File: config.mk
export PLATFORM = sky130hd
export DESIGN_NAME = b11_scrambler
export DESIGN_NICKNAME = d
export VERILOG_FILES = /design/src/rtl/b11_scrambler.sv
export SDC_FILE = /design/constraint.sdc
export NUM_CORES = 1
export LEC_CHECK = 0
export ABC_AREA = 1
export CORE_MARGIN = 2
export CORE_UTILIZATION = 35
export CTS_BUF_LIST = sky130_fd_sc_hd__clkbuf_16
export DETAILED_ROUTE_END_ITERATION = 8
export PLACE_DENSITY = 0.61
export SYNTH_ARGS = -nofsm -noshare
export SYNTH_HDL_FRONTEND = slang
export SYNTH_SLANG_ARGS = --single-unit
File: constraint.sdc
create_clock -name clock -period 2.2 [get_ports clock]
set_input_delay 0.44 -clock clock [delete_from_list [all_inputs] [get_ports clock]]
set_output_delay 0.44 -clock clock [all_outputs]
set_load 0.02 [all_outputs]
File: src/rtl/b11_scrambler.sv
// b11_scrambler: sequential string scrambler (ITC'99 b11 behaviour).
// Captures 6-bit characters from x_in while stbi is high and processes the
// last one when stbi drops. Characters 1..26 go through a multi-step signed
// arithmetic path driven by a wrapping counter; 0 and 63 bump the counter
// and are echoed; 27..62 are dropped.
// Ports:
//   clock  - rising-edge clock
//   reset  - asynchronous active-low reset
//   x_in   - input character
//   stbi   - hold strobe, 1 keeps the FSM sampling in DATAIN
//   __obs  - observation strobe for the stimulus harness, no functional effect
//   x_out  - registered scrambled result
module b11_scrambler (
  input  logic       clock,
  input  logic       reset,
  input  logic [5:0] x_in,
  input  logic       stbi,
  input  logic       __obs,
  output logic [5:0] x_out
);

  localparam int unsigned CHAR_W   = 6;
  localparam int unsigned CONT_W   = 5;
  localparam int unsigned ACC_W    = 9;
  localparam int unsigned CONT_MAX = 25;
  localparam int unsigned MUL_MAX  = 26;

  localparam logic signed [ACC_W-1:0] SUB_K = ACC_W'(21);
  localparam logic signed [ACC_W-1:0] ADD_K = ACC_W'(42);

  typedef enum logic [3:0] {
    S_RESET,
    S_DATAIN,
    S_SPAZIO,
    S_MUL,
    S_SOMMA,
    S_RSUM,
    S_RSOT,
    S_COMPL,
    S_DATAOUT
  } state_t;

  state_t                   state, state_nxt;
  logic [CHAR_W-1:0]        r_in, r_in_nxt;
  logic [CONT_W-1:0]        cont, cont_nxt;
  logic signed [ACC_W-1:0]  cont1, cont1_nxt;
  logic [CHAR_W-1:0]        x_out_nxt;
  logic signed [ACC_W-1:0]  r_in_ext;
  logic signed [ACC_W-1:0]  cont_ext;

  // Harness-only strobe: kept as a named sink so it survives as a port.
  logic unused_obs;
  assign unused_obs = __obs;

  // Zero-extended signed views of the unsigned registers.
  assign r_in_ext = $signed(ACC_W'(r_in));
  assign cont_ext = $signed(ACC_W'(cont));

  // State and datapath registers.
  always_ff @(posedge clock or negedge reset) begin
    if (!reset) begin
      state <= S_RESET;
      r_in  <= '0;
      cont  <= '0;
      cont1 <= '0;
      x_out <= '0;
    end else begin
      state <= state_nxt;
      r_in  <= r_in_nxt;
      cont  <= cont_nxt;
      cont1 <= cont1_nxt;
      x_out <= x_out_nxt;
    end
  end

  // Next-state and datapath update.
  always_comb begin
    state_nxt = state;
    r_in_nxt  = r_in;
    cont_nxt  = cont;
    cont1_nxt = cont1;
    x_out_nxt = x_out;

    case (state)
      S_RESET: begin
        cont_nxt  = '0;
        r_in_nxt  = x_in;
        x_out_nxt = '0;
        state_nxt = S_DATAIN;
      end
      S_DATAIN: begin
        r_in_nxt  = x_in;
        state_nxt = stbi ? S_DATAIN : S_SPAZIO;
      end
      S_SPAZIO: begin
        if (r_in == '0 || r_in == '1) begin
          // Delimiter characters advance the wrapping counter and echo.
          cont_nxt  = (cont < CONT_W'(CONT_MAX)) ? cont + CONT_W'(1) : '0;
          cont1_nxt = r_in_ext;
          state_nxt = S_DATAOUT;
        end else if (r_in <= CHAR_W'(MUL_MAX)) begin
          state_nxt = S_MUL;
        end else begin
          state_nxt = S_DATAIN;
        end
      end
      S_MUL: begin
        cont1_nxt = r_in[0] ? cont_ext + cont_ext : cont_ext;
        state_nxt = S_SOMMA;
      end
      S_SOMMA: begin
        state_nxt = r_in[1] ? S_RSUM : S_RSOT;
      end
      S_RSUM: begin
        cont1_nxt = r_in_ext + cont1;
        state_nxt = S_COMPL;
      end
      S_RSOT: begin
        // May go negative; range stays within 9-bit signed.
        cont1_nxt = r_in_ext - cont1;
        state_nxt = S_COMPL;
      end
      S_COMPL: begin
        cont1_nxt = r_in[2] ? cont1 - SUB_K : cont1 + ADD_K;
        state_nxt = S_DATAOUT;
      end
      S_DATAOUT: begin
        // Low six bits give the two's-complement value mod 64.
        x_out_nxt = cont1[CHAR_W-1:0];
        state_nxt = S_DATAIN;
      end
      default: begin
        state_nxt = S_RESET;
      end
    endcase
  end

endmodule

==> results.py <==
metrics = {
    "run_status": {
        "outcome": "finished, final reports clean",
    },
    "die": {
        "coreArea_um2": 5410,
        "die_w_um": 78.3,
        "vertical_die_dimension_um": 78.3,
        "die_area_um2": 6140,
        "core.rowCount": 27,
        "starting_density_of_the_core_pct": 35.8,
        "io_pins": 16,
    },
    "critical_path": {
        "crit_path_capture_type": "register",
        "required_ns": 2.35,
        "regToRegStartpoint": "cont1[1]",
        "critPathMaxFanout": 4,
        "startpoint_type": "register",
        "worst-endpoint-arrival_ns": 2.27,
        "crit_path_start": "cont1[1]",
        "crit_reg_reg_endpoint": "cont1[2]",
        "ff2ff_path_depth": 11,
        "critPathKind": "register to register",
        "timing.reg2reg.setup_slack_ns": 0.08,
    },
    "clock_network": {
        "cts-htree-levels": 1,
        "clk_pin_slew_ns": 0.07,
        "cts-buffers-inserted": 3,
        "cts.root.buffer_cell": "clkbuf_16",
        "numClockSinks": 27,
        "clk_latency_ns": 0.27,
        "post_cts_hold_buffer_count": 0,
        "tritoncts": "done",
        "cts-root-to-sink-buffers": 2,
    },
    "synth": {
        "post-synth-top-area-fraction_pct": 34.9,
        "synth.mux.area_fraction_pct": 0.582,
        "yosys_warnings": 0,
        "yosysTopAreaCell": "dfrtp_1",
        "post_synth_main_area_contributors": "dfrtp_1 (35%), nand2_1 (13%), o21ai_0 (8.8%)",
        "synth.net_count": 295,
        "netlist_instances": 274,
        "synth.avg_cell_area_um2": 7.06,
        "area_of_the_mapped_netlist_um2": 1930,
        "unique_cell_type_count_in_the_yosys_netlist": 29,
        "ys_ff_latch": 27,
        "synth_compound_area_share_pct": 16.0,
        "synth-async-reset-ratio_pct": 100,
        "post-synth-top-count-cell": "nand2_1",
        "part_of_the_yosys_area_used_for_sequential_elements_pct": 34.9,
        "synth.top_cells.by_count": "nand2_1 (69), o21ai_0 (34), inv_1 (32), dfrtp_1 (27), nor2_1 (25)",
        "synth_edf_count": 0,
        "dominant_combinational_cell_family_by_area_after_synthesis": "simple AND/OR/NAND/NOR gates",
        "synth_fa_ha_area_share_pct": 7.50,
        "synth_flop_cell": "dfrtp_1",
        "synthSimpleGateAreaFrac_pct": 30.9,
        "xor_xnor_fraction_of_synth_area_pct": 1.81,
    },
    "layout": {
        "antenna-diode-count": 0,
        "num-nets-final": 334,
        "finished_cell_area_um2": 2450,
        "share_of_cells_above_drive_strength_1_pct": 15.7,
        "area_growth_pct": 26.8,
        "postLayoutCoreUtil_pct": 45.4,
    },
    "power_and_ir_drop": {
        "max-vdd-ir-drop_v": 0.000624,
        "p_int_mw": 2.12,
        "power.total_mw": 4.22,
        "p_per_area_nw_per_um2": 1720,
        "swShare_pct": 49.6,
        "cellLeakagePower_nw": 1.21,
        "clock_power_share_pct": 10.1,
        "power_frac_comb_pct": 69.1,
        "power.switching_mw": 2.09,
        "power_frac_seq_pct": 20.8,
    },
    "timing": {
        "clock_skew_ns": 0.00634,
        "maxClockFrequency_ghz": 0.471,
        "maxSlewViolCount": 0,
        "relSlewSlack_pct": 58.4,
        "worst_slew_pin_slew_ns": 0.619,
        "setup_violations": 0,
        "hold_violations": 0,
        "min_period_ns": 2.12,
        "fin_crit_sh_pct": 96.4,
    },
    "hold_path": {
        "min_delay_path_depth": 2,
        "class_of_the_worst_hold_path": "register to register",
        "min_from": "x_out[3]",
        "whs_endpoint": "x_out[3]",
    },
    "routing": {
        "vias_per_cell": 4.94,
        "drt_first_pass_iters": 4,
        "wl_mm": 4.89,
        "drc_violations": 0,
        "avgRoutedWirePerCell_um": 12.7,
        "wl_met2_mm": 2.35,
        "initialDrtViolationCount": 94,
        "route.vias.total": 1897,
        "dr.max_layer_used": "met4",
        "drt.antenna.violating_nets": 0,
        "wl_met1_mm": 2.30,
        "met3_length_um": 129,
    },
    "global_route": {
        "antenna_violations_before_repair": 0,
        "grt_pass1_vias": 1739,
        "grt_max_degree": 28,
        "grt_first_pass_wirelength_mm": 8.18,
        "overall_global_routing_usage_pct": 16.7,
        "grt_overflow_total": 0,
    },
    "place": {
        "gp_congestion": 0.854,
        "port_buffers": 14,
        "dpl_cell_area_um2": 2280,
        "dp.final_hpwl_mm": 3.68,
    },
    "run": {
        "timing.max_cap.violations": 0,
    },
}
critical path, stage by stage, from the launching register on:
cell,delay [ns]
dfrtp_1,0.40
inv_2,0.11
ha_4,0.15
xor2_2,0.17
nand2_1,0.06
o21ai_0,0.09
ha_1,0.30
or2_2,0.30
nand3_1,0.08
nand3_1,0.07
o21ai_1,0.15
o21ai_0,0.10
layout make-up:
type,instances,area [um^2]
Inverter,36,140
Timing Repair Buffer,38,320
Clock inverter,1,3.75
Clock buffer,3,75.1
Fill cell,551,2950
Sequential cell,27,676
Multi-Input combinational cell,207,1150
Tap cell,72,90.1
timing repair:
| action | in CTS | in global routing |
|---|---|---|
| buffers inserted | 1 | 5 |
| endpoints found under the hold margin | 0 | 0 |
| setup endpoints to repair | 1 | 4 |
| pin swaps | 1 | 4 |
| gates resized for setup | 2 | 13 |
power by group through the flow:
stage	Clock (mW)	Combinational (mW)	Sequential, mW
4_1_cts	0.436	2.64	0.876
2_1_floorplan	0	1.81	0.891
6_report	0.426	2.91	0.876
3_3_place_gp	0	2.54	0.876
3_5_place_dp	0	2.57	0.881
5_1_grt	0.453	3.26	0.904
worst max path at each step:
stage | end | depth (start not counted) | slack [ns]
floorplan | cont1[3] | 15 | 0.17
global placement | cont1[2] | 11 | -0.02
detailed placement | cont1[2] | 11 | -0.04
CTS | cont1[2] | 11 | 0.03
global route | cont1[4] | 12 | -0.03
finish | cont1[2] | 11 | 0.08
through the flow:
step	TNS, ns	setup WS, ns	hold WS (ns)	instances
floorplan	0	0.172	0.144	274
global placement	-0.0235	-0.0235	0.490	374
detailed placement	-0.0432	-0.0432	0.503	374
CTS	0	0.0252	0.520	379
global route	-0.0583	-0.0263	0.537	384
finish	0	0.0786	0.510	384
metal layers:
layer / track usage, % / vias to the layer above
li1: - / 973
met1: 22.4 / 880
met5: 0 / -
met2: 28.1 / 31
met3: 2.53 / 13
met4: 4.74 / 0
cell usage in the layout (no fill, tap or decap), drive strengths merged:
| cell type | count |
|---|---|
| a21oi | 11 |
| a31oi | 4 |
| buf | 24 |
| clkbuf | 3 |
| clkdlybuf4s50 | 14 |
| clkinv | 2 |
| dfrtp | 27 |
| fa | 1 |
| ha | 10 |
| inv | 35 |
| mux2 | 1 |
| nand2 | 73 |
| nand3 | 24 |
| nand3b | 2 |
| nand4 | 1 |
| nor2 | 28 |
| nor3 | 4 |
| o211ai | 5 |
| o21ai | 37 |
| o31ai | 1 |
| or2 | 1 |
| xnor2 | 1 |
| xor2 | 3 |
cell families (layout without fill, tap and decap cells):
group,count (synthesis),in the layout
simple gates,133,133
compound gates,58,58
buf+inv,40,78
flops,27,27
fa+ha+maj,11,11
xor+xnor,4,4
mux,1,1
flip-flops by register name, indices dropped and copies added (netlist names):
register / count
state: 4
r_in: 6
x_out: 6
cont: 5
cont1: 6
Note: power is estimated with default switching activity, not from simulation.
